<file path="config.mk">
export PLATFORM = sky130hd
export DESIGN_NAME = load_store_unit
export DESIGN_NICKNAME = d
export VERILOG_FILES = /design/src/rtl/load_store_unit.sv
export SDC_FILE = /design/constraint.sdc
export NUM_CORES = 1
export LEC_CHECK = 0
export CAP_MARGIN = 20
export CORE_UTILIZATION = 40
export DETAILED_ROUTE_END_ITERATION = 16
export GPL_TIMING_DRIVEN = 0
export PLACE_DENSITY = 0.76
export SYNTH_ARGS = -nofsm -noshare
export SYNTH_HDL_FRONTEND = slang
export SYNTH_SLANG_ARGS = --single-unit
export TNS_END_PERCENT = 50
</file>
<file path="constraint.sdc">
create_clock -name clk -period 1.8 [get_ports clk]
set_clock_uncertainty 0.05 [all_clocks]
set_input_delay 0.36 -clock clk [delete_from_list [all_inputs] [get_ports clk]]
set_output_delay 0.36 -clock clk [all_outputs]
set_load 0.01 [all_outputs]
</file>
<file path="src/rtl/load_store_unit.sv">
// Memory-stage load/store unit: turns byte/half/word accesses into full-word
// memory traffic, with a read-modify-write pass for sub-word stores.
module load_store_unit #(
    parameter int ADDR_W = 32
) (
    input  logic              clk,
    input  logic              rst_n,
    input  logic              req,
    input  logic              we,
    input  logic [1:0]        size,
    input  logic              uns,
    input  logic [ADDR_W-1:0] addr,
    input  logic [31:0]       wdata,
    output logic              busy,
    output logic [31:0]       rdata,
    output logic              rvalid,
    output logic              misaligned,
    output logic [ADDR_W-1:0] mem_addr,
    output logic [31:0]       mem_wdata,
    output logic              mem_we,
    input  logic [31:0]       mem_rdata
);

    typedef enum logic {IDLE, MERGE} state_t;

    state_t              state_q, state_d;
    logic [ADDR_W-3:0]   word_addr_q;
    logic [1:0]          lane_q;
    logic                half_q;
    logic [31:0]         merge_word_q;
    logic [15:0]         wdata_q;
    logic [31:0]         rdata_q;
    logic                rvalid_q;
    logic                misaligned_q;

    logic                is_word, is_half, aligned, in_idle;
    logic                load_fire, misalign_fire, word_store, start_merge;
    logic [7:0]          byte_sel;
    logic [15:0]         half_sel;
    logic [31:0]         load_val;
    logic [31:0]         merged;

    // Size 11 behaves as a word access.
    assign is_word = size[1];
    assign is_half = (size == 2'b01);
    assign aligned = is_word ? (addr[1:0] == 2'b00) :
                     is_half ? ~addr[0] : 1'b1;

    assign in_idle       = (state_q == IDLE);
    assign load_fire     = in_idle && req && !we && aligned;
    assign misalign_fire = in_idle && req && !aligned;
    assign word_store    = in_idle && req && we && aligned && is_word;
    assign start_merge   = in_idle && req && we && aligned && !is_word;

    assign byte_sel = mem_rdata[{addr[1:0], 3'b000} +: 8];
    assign half_sel = mem_rdata[{addr[1], 4'b0000} +: 16];

    always_comb begin
        load_val = mem_rdata;
        if (!is_word) begin
            if (is_half)
                load_val = {{16{~uns & half_sel[15]}}, half_sel};
            else
                load_val = {{24{~uns & byte_sel[7]}}, byte_sel};
        end
    end

    // Replace the latched target lane(s) with store data; other lanes keep the read word.
    generate
        for (genvar gi = 0; gi < 4; gi++) begin : g_lane
            localparam logic [1:0] LANE = 2'(gi);
            logic hit;
            assign hit = half_q ? (lane_q[1] == LANE[1]) : (lane_q == LANE);
            assign merged[8*gi +: 8] = !hit ? merge_word_q[8*gi +: 8] :
                                       half_q ? wdata_q[8*(gi%2) +: 8] : wdata_q[7:0];
        end
    endgenerate

    always_comb begin
        state_d = state_q;
        case (state_q)
            IDLE:    if (start_merge) state_d = MERGE;
            MERGE:   state_d = IDLE;
            default: state_d = IDLE;
        endcase
    end

    assign busy      = start_merge;
    assign mem_we    = rst_n && ((state_q == MERGE) || word_store);
    assign mem_addr  = (state_q == MERGE) ? {word_addr_q, 2'b00} : {addr[ADDR_W-1:2], 2'b00};
    assign mem_wdata = (state_q == MERGE) ? merged : wdata;

    always_ff @(posedge clk) begin
        if (!rst_n) begin
            state_q      <= IDLE;
            word_addr_q  <= '0;
            lane_q       <= '0;
            half_q       <= 1'b0;
            merge_word_q <= '0;
            wdata_q      <= '0;
            rdata_q      <= '0;
            rvalid_q     <= 1'b0;
            misaligned_q <= 1'b0;
        end else begin
            state_q      <= state_d;
            rvalid_q     <= load_fire;
            misaligned_q <= misalign_fire;
            if (load_fire)
                rdata_q <= load_val;
            if (start_merge) begin
                word_addr_q  <= addr[ADDR_W-1:2];
                lane_q       <= addr[1:0];
                half_q       <= is_half;
                merge_word_q <= mem_rdata;
                wdata_q      <= wdata[15:0];
            end
        end
    end

    assign rdata      = rdata_q;
    assign rvalid     = rvalid_q;
    assign misaligned = misaligned_q;

endmodule

</file>
## After elaboration in Yosys (flattened, before gate mapping)

Cells that the tools add are included.

| operators by class | value |
|---|---|
| eq/ne operators | 4 |
| shift-type cells | 2 |
| mux-type cells | 17 |
| bitwise operators | 6 |
| reduce and logical (&&, ||, !) cells | 15 |

Operators with widths:

| kind | number |
|---|---|
| $mux 32 | 4 |
| $mux 8 | 5 |
| $shiftx 32x6->16 | 1 |
| $shiftx 32x6->8 | 1 |
| $logic_and 1x1->1 | 9 |
| $mux 1 | 7 |
| $eq 2x1->1 const B | 2 |
| $eq 2x2->1 const B | 2 |
| $logic_not 2->1 | 2 |
| $not 1->1 | 4 |
| $logic_not 1->1 | 3 |
| $and 1x1->1 | 2 |
| $pmux 1 s2 | 1 |
| $logic_or 1x1->1 | 1 |

| storage, ports and cells | value |
|---|---|
| register bits after elaboration | 116 |
| input bits | 103 |
| output and inout bits | 100 |
| word-level logic and storage cells | 53 |

## Depth between registers and ports, before layout

| logic depth | value |
|---|---|
| depth after elaboration | 7 |
| gate-level depth with buffers | 8 |
| gate-level depth less buffers | 4 |

## Worst setup path after synthesis

Ideal clock, no wire load.

| path | value |
|---|---|
| path kind | input -> register |
| from | in addr[1] |
| to | reg rdata_q[10] (netlist: rdata[10]) |
| setup time | 0.122 ns |
| arrival | 1.622 ns |
| data required time | 1.628 ns |
| slack | 0.006 ns |
| cell stages on the path | 6 |
| path buffers | 2 |
| cells stage by stage | buf_2 -> and2_4 -> nor4b_4 -> buf_6 -> mux2_2 -> o311a_1 |

| on the way | value |
|---|---|
| word-level cells in the longest chain between the ends | 4 |
| elaborated cells between the ends (all ways) | 8 |
| classes of those cells | shift (2); mux (3); bitwise (1); reduce/logical (2) |

RTL lines:

| what | line | RTL |
|---|---|---|
| start: declaration | 12 | `input logic [ADDR_W-1:0] addr,` |
| $shiftx 32x6->8 | 55 | `assign byte_sel = mem_rdata[{addr[1:0], 3'b000} +: 8];` |
| $and 1x1->1 | 64 | `load_val = {{24{~uns & byte_sel[7]}}, byte_sel};` |
| $mux 32 | 61 | `if (is_half)` |
| $mux 32 | 60 | `if (!is_word) begin` |
| end signal: assignment | 109 | `rdata_q <= load_val;` |
| end: declaration | 32 | `logic [31:0] rdata_q;` |

Several ways; a longest one is shown, not always the timed one.
A chain may end at the register's enable or synchronous reset.

## Worst setup path in the final report

| path | value |
|---|---|
| from | reg half_q |
| to | out mem_wdata[13] |

| on the way | value |
|---|---|
| word-level cells in the longest chain between the ends | 3 |
| elaborated cells between the ends (all ways) | 4 |
| classes of those cells | mux (4) |

RTL lines:

| what | line | RTL |
|---|---|---|
| start: declaration | 29 | `logic half_q;` |
| start signal: assignment | 113 | `half_q <= is_half;` |
| $mux 8 / $mux 1 (equally long branches) | 75, 73 |  |
| $mux 8 * | 74 | `assign merged[8*gi +: 8] = !hit ? merge_word_q[8*gi +: 8] :` |
| $mux 32 * | 91 | `assign mem_wdata = (state_q == MERGE) ? merged : wdata;` |
| end: declaration | 19 | `output logic [31:0] mem_wdata,` |

Mark *: on every way between the ends. The rest lies on a longest branch, timed or not.

==> results.toml <==
[run_status]
status = "finished, violations left"
violations = "setup timing"

[yosys]
yosysMostFrequentCell = "nand2_1"
ys.flop_type = "dfxtp_1"
synth-seq-cells = 116
syn_inst = 750
syn_area_sq_um = 5980
synth_async_sr_flop_share_pct = 0
seq_area_frac_synth_pct = 38.8
synth.top_cells.by_count = "123 x nand2_1, 120 x o21ai_0, 116 x dfxtp_1, 81 x nand3_1, 45 x a21oi_1"
postSynthAreaPerCell_sq_um = 7.97
ys_types = 42
synthTopCellsByArea = "dfxtp_1 39%, o21ai_0 10%, nand2_1 7.7%"
synth_top_area_share_pct = 38.8
ys_warn_count = 0
synth-edff-count = 0
synth_largest_area_cell = "dfxtp_1"

[clock_network]
ctsRootBufferMaster = "clkbuf_16"
clkSinkCount = 116
clock_path_buffers = 2
numCtsBuffers = 17
cts_tree = "yes"
cts.htree.levels = 4
clk_pin_slew_ps = 50
clock_latency_ps = 420

[timing]
setup_viol = 126
max_slew_margin_pct = 59.3
min_period_ps = 2220
rsz0062_at_grt = "yes"
finalHoldViolCount = 0
worst_slew_pin_slew_ps = 611
period_share_pct = 123
slew_violations = 0
timing.fmax_mhz = 451
totalNegativeSetupSlack_ps = -21290
setup_ws_ps = -418

[global_routing]
grt_pass1_vias = 6341
grt_max_degree = 18
grt_first_pass_wirelength_um = 34500
antenna_found_initial = 0
grt_remaining_overflow = 0
grt_util_all_layers_pct = 28.1

[placed_design]
numPortBuffers = 197
dpl.hpwl_um = 15200
gp_congestion = 0.883
dp_slack_ps = -1220

[power_and_ir_drop]
peakVddDrop_mv = 0.604
switchingPower_uw = 1910
intPower_uw = 5380
clkPwrFrac_pct = 43.0
switching_share_pct = 26.2
seqPwrFrac_pct = 37.4
p_per_area_nw_per_um2 = 717
power_uw = 7290
comb_power_share_pct = 19.6
p_leak_uw = 0.00401

[worst_hold_path]
hold_depth = 3
holdPathEnd = "rdata[31]"
worst_hold_startpoint = "mem_rdata[31]"
hp-class = "in -> reg"

[critical_path]
cp-end-kind = "primary output"
crit_type = "reg -> out"
crit_required_ps = 1390
cp_max_fo = 6
worstRegToRegCells = 10
critical-path-slowest-cell = "dfxtp_4"
critical_path.max_stage_delay_ps = 370
cp_common_cell = "buf_12"
cp_data_arrival_time_ps = 1810
crit_path_start_kind = "flop"
r2r_slack_ps = -180
rr_startpoint = "state_q"
cp_cell_sequence = "buf_12 > buf_12 > mux2i_4 > nand2_1 > o211ai_1 > o21ai_1 > buf_2"
regToRegEndpoint = "merge_word_q[6]"

[die]
die-area_sq_um = 15400
die_y_um = 124
fp.dieW_um = 124
row_count = 44
initial_core_util_pct = 41.1
fp.coreArea_sq_um = 14500
ioPinCount = 203

[finish]
fin_nets = 1127
num_antenna_cells = 0
drive_gt1_share_pct = 28.9
syn2layout_area_growth_pct = 69.9

[detailed_routing]
post_drt_wl_per_cell_um = 20.2
viasPerCell = 5.85
ant_nets = 0
routed_wirelength_um = 24600
drc = 0
dr.pass1.iters = 7
first_iter_violations = 788
dr_total_vias = 7142

[job]
maxCapViolCount = 0
==> final cells by class <==
type | count | area [sq um]
Clock buffer | 28 | 527
Buffer | 71 | 628
Multi-Input combinational cell | 542 | 3730
Tap cell | 184 | 230
Fill cell | 1106 | 4370
Timing Repair Buffer | 257 | 2620
Clock inverter | 3 | 17.5
Sequential cell | 116 | 2340
Inverter | 19 | 71.3
==> stage by stage <==
step	instance area, sq um	hold slack, ps	cells	util [%]
floorplan	5980	378	751	-
global placement	8180	390	1132	56.3
detailed placement	8180	399	1132	56.3
CTS	9560	394	1201	65.8
global route	10200	299	1220	69.9
finish	10200	258	1220	69.9
==> flip-flops by register name, summed over array words and instances (netlist names) <==
name          flops
misaligned        1
state_q           1
wdata_q          16
lane_q            2
merge_word_q     32
word_addr_q      30
half_q            1
rvalid            1
rdata            32
==> critical path: cells and delay by family (launching register included) <==
family	cells	cell delay, ps
multiplexers	1	270
AND/OR/NAND/NOR	1	70
AO/OA/AOI/OAI	2	280
flip-flops	1	370
buffers and inverters	3	390
==> per-layer routing <==
metal  global-route usage (%)  wire length (um)  part of all wire (%)
met4                     10.3               916                   3.7
met3                     5.88              2300                   9.3
met5                        0                 0                     0
met1                     37.0              9750                    40
met2                     45.0             11700                    47
==> kinds of logic (layout without fill, tap and decap cells) <==
family,Yosys count,in the layout,synth area share [%]
buffers and inverters,93,378,7.33
flip-flops,116,116,38.8
AO/OA/AOI/OAI,219,219,21.5
other,1,2,0.0627
AND/OR/NAND/NOR,246,246,18.8
multiplexers,75,75,13.5
==> worst max path at each step <==
stage                        from             to  depth (start not counted)
after detailed placement  size[1]           busy                          7
after CTS                  half_q  mem_wdata[14]                          7
final                      half_q  mem_wdata[13]                          7
after global routing       half_q  mem_wdata[14]                          7
after floorplan           addr[1]      rdata[10]                          6
after global placement    size[1]           busy                          7
==> what timing repair did <==
| item | in CTS | in global routing |
|---|---|---|
| pin swaps | 35 | 17 |
| hold buffers | 0 | 0 |
| buffers inserted | 36 | 13 |
| gates cloned | 5 | 6 |
| gates resized for setup | 473 | 128 |
| setup endpoints to repair | 177 | 168 |
==> placed cells by master, fill, tap and decap left out, types with 10 or more instances in the layout <==
cell type,n
a21oi_1,27
a21oi_2,18
buf_12,11
buf_2,40
buf_4,20
buf_6,60
buf_8,13
clkbuf_1,25
clkbuf_16,27
clkbuf_8,10
clkdlybuf4s50_1,128
dfxtp_1,112
inv_1,18
mux2_4,38
mux2i_1,13
mux2i_4,17
nand2_1,121
nand3_1,75
nor2_1,18
o211ai_1,16
o21ai_0,61
o21ai_1,61
==> power by group through the flow <==
stage / registers, uW / clock network, uW / logic, uW
floorplan: 2770 / 0 / 510
global placement: 2760 / 0 / 1160
detailed placement: 2760 / 0 / 1170
CTS: 2720 / 3110 / 1280
global route: 2730 / 3250 / 1500
finish: 2730 / 3140 / 1430
(Power assumes the default switching activity.)
